### src/rtl/serializer_pkg.sv
// serializer_pkg
// Shared definitions for the serializer transmit block: the FSM state
// encoding, the default level driven on the serial line between words,
// and a helper that sizes the bit counter.
// Optional feature macro used by this block: SERIALIZER_PARITY_EN.
package serializer_pkg;

  typedef enum logic [1:0] {
    IDLE   = 2'd0,
    SHIFT  = 2'd1,
    PARITY = 2'd2
  } state_t;

  localparam logic DEFAULT_IDLE_LEVEL = 1'b1;

  // Counter width able to hold 0..width-1, never narrower than one bit.
  function automatic int cnt_width(input int width);
    return (width > 1) ? $clog2(width) : 1;
  endfunction

endpackage

### src/rtl/serializer_shift_reg.sv
// serializer_shift_reg
// Parallel-load shift register feeding the serializer output flop.
// The load consumes the first bit of the word (the top level sends that bit
// straight from the parallel input), so after a load the end bit already
// holds the second bit to transmit and every shift exposes the next one.
// Ports:
//   clock_in    rising-edge clock
//   reset_n     asynchronous active-low reset, clears the register
//   load        parallel load of load_data (takes priority over shift_en)
//   shift_en    advance one bit toward the output end
//   load_data   parallel word
//   serial_out  end bit of the register (MSB or LSB depending on MSB_FIRST)
module serializer_shift_reg #(
  parameter int WIDTH     = 8,
  parameter bit MSB_FIRST = 1'b1
) (
  input  logic             clock_in,
  input  logic             reset_n,
  input  logic             load,
  input  logic             shift_en,
  input  logic [WIDTH-1:0] load_data,
  output logic             serial_out
);

  logic [WIDTH-1:0] sr_q;

  function automatic logic [WIDTH-1:0] shift1(input logic [WIDTH-1:0] v);
    return MSB_FIRST ? {v[WIDTH-2:0], 1'b0} : {1'b0, v[WIDTH-1:1]};
  endfunction

  always_ff @(posedge clock_in or negedge reset_n) begin
    if (!reset_n) begin
      sr_q <= '0;
    end else if (load) begin
      sr_q <= shift1(load_data);
    end else if (shift_en) begin
      sr_q <= shift1(sr_q);
    end
  end

  assign serial_out = MSB_FIRST ? sr_q[WIDTH-1] : sr_q[0];

endmodule

### src/rtl/serializer.sv
// serializer
// Parallel-to-serial transmitter. Accepts WIDTH-bit words on a valid/ready
// handshake and emits them one bit per clock on Data_out, with frame_sync
// marking the first bit of each word. Words stream back to back with no
// idle gap while data_valid stays high.
// Optional feature: define SERIALIZER_PARITY_EN to append an even parity
// bit after each word (word period WIDTH+1 instead of WIDTH).
// Ports:
//   clock_in    rising-edge clock
//   reset_n     asynchronous active-low reset
//   Data_in     parallel word, sampled on the accept edge
//   data_valid  upstream has a word available
//   data_ready  combinational; a word is taken at this edge if valid
//   Data_out    registered serial bit (IDLE_LEVEL between words)
//   frame_sync  registered; high during the first bit of each word
//   busy        registered; high while a word bit is on Data_out
module serializer
  import serializer_pkg::*;
#(
  parameter int   WIDTH      = 8,
  parameter bit   MSB_FIRST  = 1'b1,
  parameter logic IDLE_LEVEL = DEFAULT_IDLE_LEVEL
) (
  input  logic             clock_in,
  input  logic             reset_n,
  input  logic [WIDTH-1:0] Data_in,
  input  logic             data_valid,
  output logic             data_ready,
  output logic             Data_out,
  output logic             frame_sync,
  output logic             busy
);

  localparam int             CNT_W = cnt_width(WIDTH);
  localparam logic [CNT_W-1:0] LAST = CNT_W'(WIDTH - 1);

  state_t           state_q, state_d;
  logic [CNT_W-1:0] cnt_q, cnt_d;
  logic             data_out_d, frame_sync_d, busy_d;
  logic             load, shift_en, sr_out, accept, first_bit;

  assign first_bit = MSB_FIRST ? Data_in[WIDTH-1] : Data_in[0];

  serializer_shift_reg #(
    .WIDTH     (WIDTH),
    .MSB_FIRST (MSB_FIRST)
  ) u_shift_reg (
    .clock_in   (clock_in),
    .reset_n    (reset_n),
    .load       (load),
    .shift_en   (shift_en),
    .load_data  (Data_in),
    .serial_out (sr_out)
  );

`ifdef SERIALIZER_PARITY_EN
  logic parity_q;

  // With parity the last data bit is not the end of the word, so the
  // handshake only opens in the parity cycle; accepting earlier would
  // collide with the parity bit.
  assign data_ready = (state_q == IDLE) || (state_q == PARITY);

  always_ff @(posedge clock_in or negedge reset_n) begin
    if (!reset_n) begin
      parity_q <= 1'b0;
    end else if (accept) begin
      parity_q <= ^Data_in;
    end
  end
`else
  assign data_ready = (state_q == IDLE) || ((state_q == SHIFT) && (cnt_q == LAST));
`endif

  assign accept = data_valid && data_ready;

  always_ff @(posedge clock_in or negedge reset_n) begin
    if (!reset_n) begin
      state_q    <= IDLE;
      cnt_q      <= '0;
      Data_out   <= IDLE_LEVEL;
      frame_sync <= 1'b0;
      busy       <= 1'b0;
    end else begin
      state_q    <= state_d;
      cnt_q      <= cnt_d;
      Data_out   <= data_out_d;
      frame_sync <= frame_sync_d;
      busy       <= busy_d;
    end
  end

  // An accept can only occur at a word boundary (idle, last cycle of a
  // word), and always starts the next word there; otherwise the FSM
  // advances the current word or falls back to idle.
  always_comb begin
    state_d      = state_q;
    cnt_d        = cnt_q;
    data_out_d   = Data_out;
    frame_sync_d = 1'b0;
    busy_d       = busy;
    load         = 1'b0;
    shift_en     = 1'b0;

    if (accept) begin
      state_d      = SHIFT;
      cnt_d        = '0;
      load         = 1'b1;
      data_out_d   = first_bit;
      frame_sync_d = 1'b1;
      busy_d       = 1'b1;
    end else begin
      case (state_q)
        SHIFT: begin
          if (cnt_q != LAST) begin
            cnt_d      = cnt_q + 1'b1;
            shift_en   = 1'b1;
            data_out_d = sr_out;
          end else begin
`ifdef SERIALIZER_PARITY_EN
            state_d    = PARITY;
            data_out_d = parity_q;
`else
            state_d    = IDLE;
            cnt_d      = '0;
            data_out_d = IDLE_LEVEL;
            busy_d     = 1'b0;
`endif
          end
        end
        default: begin
          state_d    = IDLE;
          cnt_d      = '0;
          data_out_d = IDLE_LEVEL;
          busy_d     = 1'b0;
        end
      endcase
    end
  end

endmodule

### config.mk
export PLATFORM = sky130hd
export DESIGN_NAME = serializer
export DESIGN_NICKNAME = d
export VERILOG_FILES = /design/src/rtl/serializer_pkg.sv /design/src/rtl/serializer_shift_reg.sv /design/src/rtl/serializer.sv
export SDC_FILE = /design/constraint.sdc
export NUM_CORES = 1
export LEC_CHECK = 0
export CORE_ASPECT_RATIO = 0.75
export CORE_UTILIZATION = 25
export CTS_CLUSTER_DIAMETER = 60
export CTS_CLUSTER_SIZE = 20
export DETAILED_ROUTE_END_ITERATION = 8
export SLEW_MARGIN = 20
export SYNTH_ARGS = -nofsm -noshare
export SYNTH_HDL_FRONTEND = slang
export SYNTH_SLANG_ARGS = --single-unit
export TNS_END_PERCENT = 50
### constraint.sdc
create_clock -name clock_in -period 2.5 [get_ports clock_in]
set_clock_uncertainty 0.05 [all_clocks]
set_input_delay 0.5 -clock clock_in [delete_from_list [all_inputs] [get_ports clock_in]]
set_output_delay 0.5 -clock clock_in [all_outputs]
set_load 0.01 [all_outputs]
==> metrics.cfg, run 1 <==
[run_status]
outcome = complete, no violations

[timing]
post-route-period-util_pct = 94.3
final-setup-viol-count = 0
worst_slack_ps = 143
relSlewSlack_pct = 60.4
tns_ps = 0
final_max_slew_viol_count = 0
rsz0062_at_grt = no
layout_min_cycle_time_ps = 2360
clock.fmax_mhz = 424
hold_viol_final = 0
tightestPinTransition_ps = 592

[critical_path]
critPathMaxStageDelay_ps = 510
path_class = reg -> out
critPathCaptureType = primary output
path_cells = ha_1 -> ha_1 -> nand2b_4 -> clkdlybuf4s50_1
critPathMostFrequentCell = ha_1
critPathSlowestCell = clkdlybuf4s50_1
worstRegToRegCells = 4
path_delay_family = buffers and inverters
required_ps = 1950
worst-path-buf-inv = 1
startpoint_type = flip-flop
critPathArrivalTime_ps = 1810
worst-path-max-fanout = 12
path_depth = 4

[clock_network]
cts_inserted_buffers = 3
clockBufferDepth = 2
cts_tree = built
path_clk_slew_ps = 80
clock_sinks = 13
clkLatencyLatePin_ps = 280
cts_hold_buf = 0
cts_setup_buffers = 0
cts_resized = 0
cts-root-buf = clkbuf_4
cts_max_level = 1

[synth]
yosysUniqueCellTypes = 13
synth-seq-area-share_pct = 52.3
ys.warnings.count = 0
synth_top_cell_by_area = dfrtp_1
synth.area.top_cells = dfrtp_1 48%, mux2_4 24%, mux2_2 7.2%
syn_area_per_cell_um2 = 15.6
yosys_register_bits = 13
syn_inst = 40
synth_nets = 53
syn_area_um2 = 624
synth_top_area_share_pct = 48.1

[layout]
drive_gt1_share_pct = 35.1
final_cell_mix = 14 x clkdlybuf4s50_1, 12 x dfrtp_1, 10 x mux2_4, 4 x mux2_2, 3 x clkbuf_4
fin_nets = 71
final_common_cell = clkdlybuf4s50_1
area_delta_synth_final_pct = 31.7
antenna_cells = 0
fill_cells = 245

[drt]
wl_per_cell_um = 11.0
num_vias = 358
drc = 0
drt-vias-per-instance = 3.93
ant_nets = 0
dr.pass1.iters = 2
drt_iter0_markers = 1
wl_um = 1000

[power]
p_leak_nw = 0.376
powerDensity_mw_per_mm2 = 949
ir_drop_mv = 0.416

[floorplanning]
dieArea_mm2 = 0.00270
die_h_um = 45.3
ios = 15
initial_core_util_pct = 26.8
die_w_um = 59.7
row_count = 15
core-area_mm2 = 0.00233

[global_routing]
grtUsageTotal_pct = 9.17
grt_pass1_vias = 338
grt_antenna_before_repair = 0
grt_pass1_wl_um = 1660
grt_max_degree = 14
grt_overflow = 0

[place]
portBuffers = 14
dp_hpwl_um = 710
place_congestion = 0.656
preCtsSetupSlack_ps = 430

[flow_run]
maxCapViolCount = 0

[hold_path]
holdPathStages = 1
hold_class = reg -> reg

[path summary, 6_finish.rpt]
kind,from,end,slack [ps]
setup / recovery,cnt_q[0],data_ready,140
hold / removal,cnt_q[0],cnt_q[0],400
setup reg to reg,cnt_q[0],u_shift_reg.sr_q[7],1000
hold reg to reg,cnt_q[0],cnt_q[0],400
max in group asynchronous,reset_n,frame_sync,1470
min in group asynchronous,reset_n,u_shift_reg.sr_q[4],540
[kinds of logic after synthesis]
logic type	share of synthesized area, %
buffers and inverters	3.01
and+or+nand+nor	9.42
DFF	52.3
adders and majority gates	4.01
muxes	31.3
[registers in the layout, summed over array words and instances, names as in the netlist]
register	flops
state_q	1
frame_sync	1
Data_out	1
u_shift_reg.sr_q	7
cnt_q	3
[area by class of cell]
| type | instances | area (µm²) | area share (%) |
|---|---|---|---|
| Clock buffer | 4 | 26.3 | 3.20 |
| Timing Repair Buffer | 15 | 148 | 18.0 |
| Sequential cell | 13 | 327 | 39.7 |
| Tap cell | 34 | 42.5 | 5.18 |
| Multi-Input combinational cell | 25 | 279 | 33.9 |
[cell usage after synthesis]
master	number
dfstp_2	1
and2_1	2
nand2b_4	1
mux2_2	4
nand2_1	1
mux2_4	10
and3_1	2
buf_4	1
nand2b_1	2
ha_1	2
buf_6	1
dfrtp_1	12
nor2_1	1
[layer usage]
| metal | global-route usage [%] | part of all wire (%) |
|---|---|---|
| met5 | 0 | 0 |
| met4 | 1.40 | 0 |
| met1 | 12.6 | 48 |
| met3 | 6.30 | 7.5 |
| met2 | 11.8 | 45 |
[metrics by stage]
stage / std cells / total power [mW] / util [%] / hold WS, ps / area [µm²]
floorplan: 40 / 0.563 / - / 154 / 624
global placement: 87 / 0.649 / 34.2 / 371 / 796
detailed placement: 87 / 0.657 / 34.2 / 394 / 796
CTS: 91 / 0.791 / 35.3 / 405 / 822
global route: 91 / 0.838 / 35.3 / 416 / 822
finish: 91 / 0.781 / 35.3 / 396 / 822
[report_power, final]
group          switching [mW]  leakage [nW]  internal (mW)  total (mW)
Sequential             0.0401         0.163          0.294       0.334
Clock                  0.0709        0.0150         0.0619       0.133
Combinational           0.108         0.198          0.206       0.313
Total                   0.219         0.376          0.562       0.781
(Power assumes the default switching activity.)
==> run 2, diff against run 1 <==
--- a/config.mk
+++ b/config.mk
@@ -7,7 +7,7 @@
 export LEC_CHECK = 0
 export CORE_ASPECT_RATIO = 0.75
 export CORE_UTILIZATION = 25
-export CTS_CLUSTER_DIAMETER = 60
+export CTS_CLUSTER_DIAMETER = 100
 export CTS_CLUSTER_SIZE = 20
 export DETAILED_ROUTE_END_ITERATION = 8
 export SLEW_MARGIN = 20
==> results of run 2 <==
Final layout, timing and power as in run 1 (identical DEF).
==> run 3, diff against run 2 <==
--- a/config.mk
+++ b/config.mk
@@ -5,11 +5,12 @@
 export SDC_FILE = /design/constraint.sdc
 export NUM_CORES = 1
 export LEC_CHECK = 0
-export CORE_ASPECT_RATIO = 0.75
-export CORE_UTILIZATION = 25
+export CORE_AREA = 2 2 39 41
 export CTS_CLUSTER_DIAMETER = 100
 export CTS_CLUSTER_SIZE = 20
 export DETAILED_ROUTE_END_ITERATION = 8
+export DIE_AREA = 0 0 41 43
+export PLACE_DENSITY = 0.76
 export SLEW_MARGIN = 20
 export SYNTH_ARGS = -nofsm -noshare
 export SYNTH_HDL_FRONTEND = slang
==> metrics.cfg, run 3 (same netlist as run 1, synthesis figures left out) <==
[run_status]
outcome = complete, no violations

[power]
p_leak_nw = 0.372  ; -1.3%
p_seq_share_pct = 43.0  ; +0.2 points
powerDensity_mw_per_mm2 = 972  ; +2.4%
p_switching_mw = 0.209  ; -4.2%
p_int_mw = 0.561  ; -0.23%
p_clk_share_pct = 16.2  ; -0.8 points
combPwrFrac_pct = 40.8  ; +0.6 points
ir_drop_mv = 0.354  ; -15%
p_sw_share_pct = 27.2  ; -0.81 points
finalPower_mw = 0.770  ; -1.3%

[critical_path]
r2r_start = cnt_q[0]
critPathArrivalTime_ps = 1780  ; -30 ps
timing.rr.end = u_shift_reg.sr_q[4]
critPathSlowestCell = clkdlybuf4s50_1
path_class = reg -> out
path_cells = ha_1 -> ha_1 -> nand2b_4 -> clkdlybuf4s50_1
startpoint_type = flip-flop
cp-endpoint = data_ready
worst-path-max-fanout = 12  ; unchanged
required_ps = 1950  ; about the same
crit_start = cnt_q[0]
critPathMaxStageDelay_ps = 510  ; about the same
critPathMostFrequentCell = ha_1
worstRegToRegCells = 4  ; unchanged
critPathCaptureType = primary output
r2r_setup_slack_ps = 1010  ; about the same

[drt]
drt_iter0_markers = 1  ; unchanged
num_vias = 346  ; -3.4%
drc = 0  ; unchanged
ant_nets = 0  ; unchanged
wl_um = 918  ; -8.6%
drt-vias-per-instance = 4.81  ; +22%
wl_per_cell_um = 12.8  ; +16%
dr.pass1.iters = 2  ; unchanged

[layout]
top_register = u_shift_reg.sr_q
largestRegisters = u_shift_reg.sr_q: 7 flops, cnt_q: 3 flops
fin_nets = 70  ; -1.4%
final_cell_mix = 14 x clkdlybuf4s50_1, 12 x dfrtp_1, 10 x mux2_4, 4 x mux2_2, 3 x clkbuf_4
fin_cells = 72  ; -21%
drive_gt1_share_pct = 33.9  ; -1.2 points
antenna_cells = 0  ; unchanged
fin_util_pct = 57.2  ; +22 points
area_delta_synth_final_pct = 26.9
final_common_cell = clkdlybuf4s50_1
largest_register_ffs = 7  ; unchanged

[timing]
fin_hold_ws_ps = 392  ; -4.27 ps
clock.fmax_mhz = 429  ; +1.2%
final_max_slew_viol_count = 0  ; unchanged
layout_min_cycle_time_ps = 2330  ; -28.6 ps
tns_ps = 0  ; unchanged
post-route-period-util_pct = 93.2  ; -1.1 points
final-setup-viol-count = 0  ; unchanged
tightestPinTransition_ps = 564  ; -28.0 ps
relSlewSlack_pct = 62.3  ; +1.9 points
hold_viol_final = 0  ; unchanged
rsz0062_at_grt = no

[global_routing]
grt_overflow = 0  ; unchanged
use_met2_pct = 16.3  ; +4.5 points
use_met3_pct = 3.14  ; -3.2 points
grt_max_degree = 14  ; unchanged
grt_antenna_before_repair = 0  ; unchanged
use_met1_pct = 15.6  ; +3.0 points
grt_busiest_layer = met2
grt_pass1_wl_um = 1370  ; -17%
grt_pass1_vias = 332  ; -1.8%
grtUsageTotal_pct = 12.1  ; +3.0 points

[clock_network]
clock_sinks = 13  ; unchanged
cts_tree = built
clkLatencyLatePin_ps = 270  ; about the same
cts_inserted_buffers = 3  ; unchanged
clockBufferDepth = 2  ; unchanged
cts_max_level = 1  ; unchanged
cts-root-buf = clkbuf_4
cts_setup_buffers = 0  ; unchanged
cts_resized = 0  ; unchanged
cts_hold_buf = 0  ; unchanged
path_clk_slew_ps = 70  ; about the same

[floorplanning]
dieArea_mm2 = 0.00176  ; -35%
ios = 15  ; unchanged
row_count = 14  ; -1
core-area_mm2 = 0.00138  ; -41%
initial_core_util_pct = 45.1  ; +18 points
die_w_um = 41  ; -31%
die_h_um = 43  ; -5.0%

[place]
dp.cells = 68  ; -22%
portBuffers = 14  ; unchanged
dp_hpwl_um = 650  ; -8.4%
place_congestion = 0.683  ; +4.2%

[hold_path]
hold_class = reg -> reg

[flow_run]
maxCapViolCount = 0  ; unchanged

run 3: cell count changes in the layout (fill, tap and decap cells not counted):
cell	change
buf_4	-1
run 3: worst min path at each step:
stage / to / from / cells after the start
floorplan: cnt_q[0] / reset_n / 0
global placement: cnt_q[0] / cnt_q[0] / 1
detailed placement: cnt_q[0] / cnt_q[0] / 1
CTS: cnt_q[0] / cnt_q[0] / 1
global route: cnt_q[0] / cnt_q[0] / 1
finish: cnt_q[0] / cnt_q[0] / 1
run 3: per-stage QoR:
step,setup WS (ps),instance area (µm²)
floorplan,900,624
global placement,394,766
detailed placement,382,766
CTS,137,792
global route,88.9,792
finish,171,792
run 3: cell type report:
cell class	instances	area, µm²
Sequential cell	13	327
Tap cell	16	20.0
Timing Repair Buffer	14	140
Fill cell	118	592
Multi-Input combinational cell	25	279
Clock buffer	4	26.3
run 3: power groups by stage:
| stage | logic (mW) | clock network, mW | registers, mW |
|---|---|---|---|
| floorplan | 0.228 | 0 | 0.335 |
| global placement | 0.310 | 0 | 0.333 |
| detailed placement | 0.317 | 0 | 0.337 |
| CTS | 0.322 | 0.132 | 0.332 |
| global route | 0.344 | 0.143 | 0.340 |
| finish | 0.314 | 0.125 | 0.331 |
run 3: worst max-delay path, delay by kind of cell, from the launching register on:
| family | cells | cell delay [ps] |
|---|---|---|
| adder cells (fa/ha/maj) | 2 | 390 |
| flip-flops | 1 | 390 |
| buffers and inverters | 1 | 510 |
| AND/OR/NAND/NOR | 1 | 220 |
run 3: per-layer routing:
metal  part of all wire (%)  vias up  wire length (µm)
met5                      0        -                 0
met4                   0.76        0                 7
li1                       -      171                 -
met2                     47        9               428
met1                     48      164               439
met3                    4.7        2                43
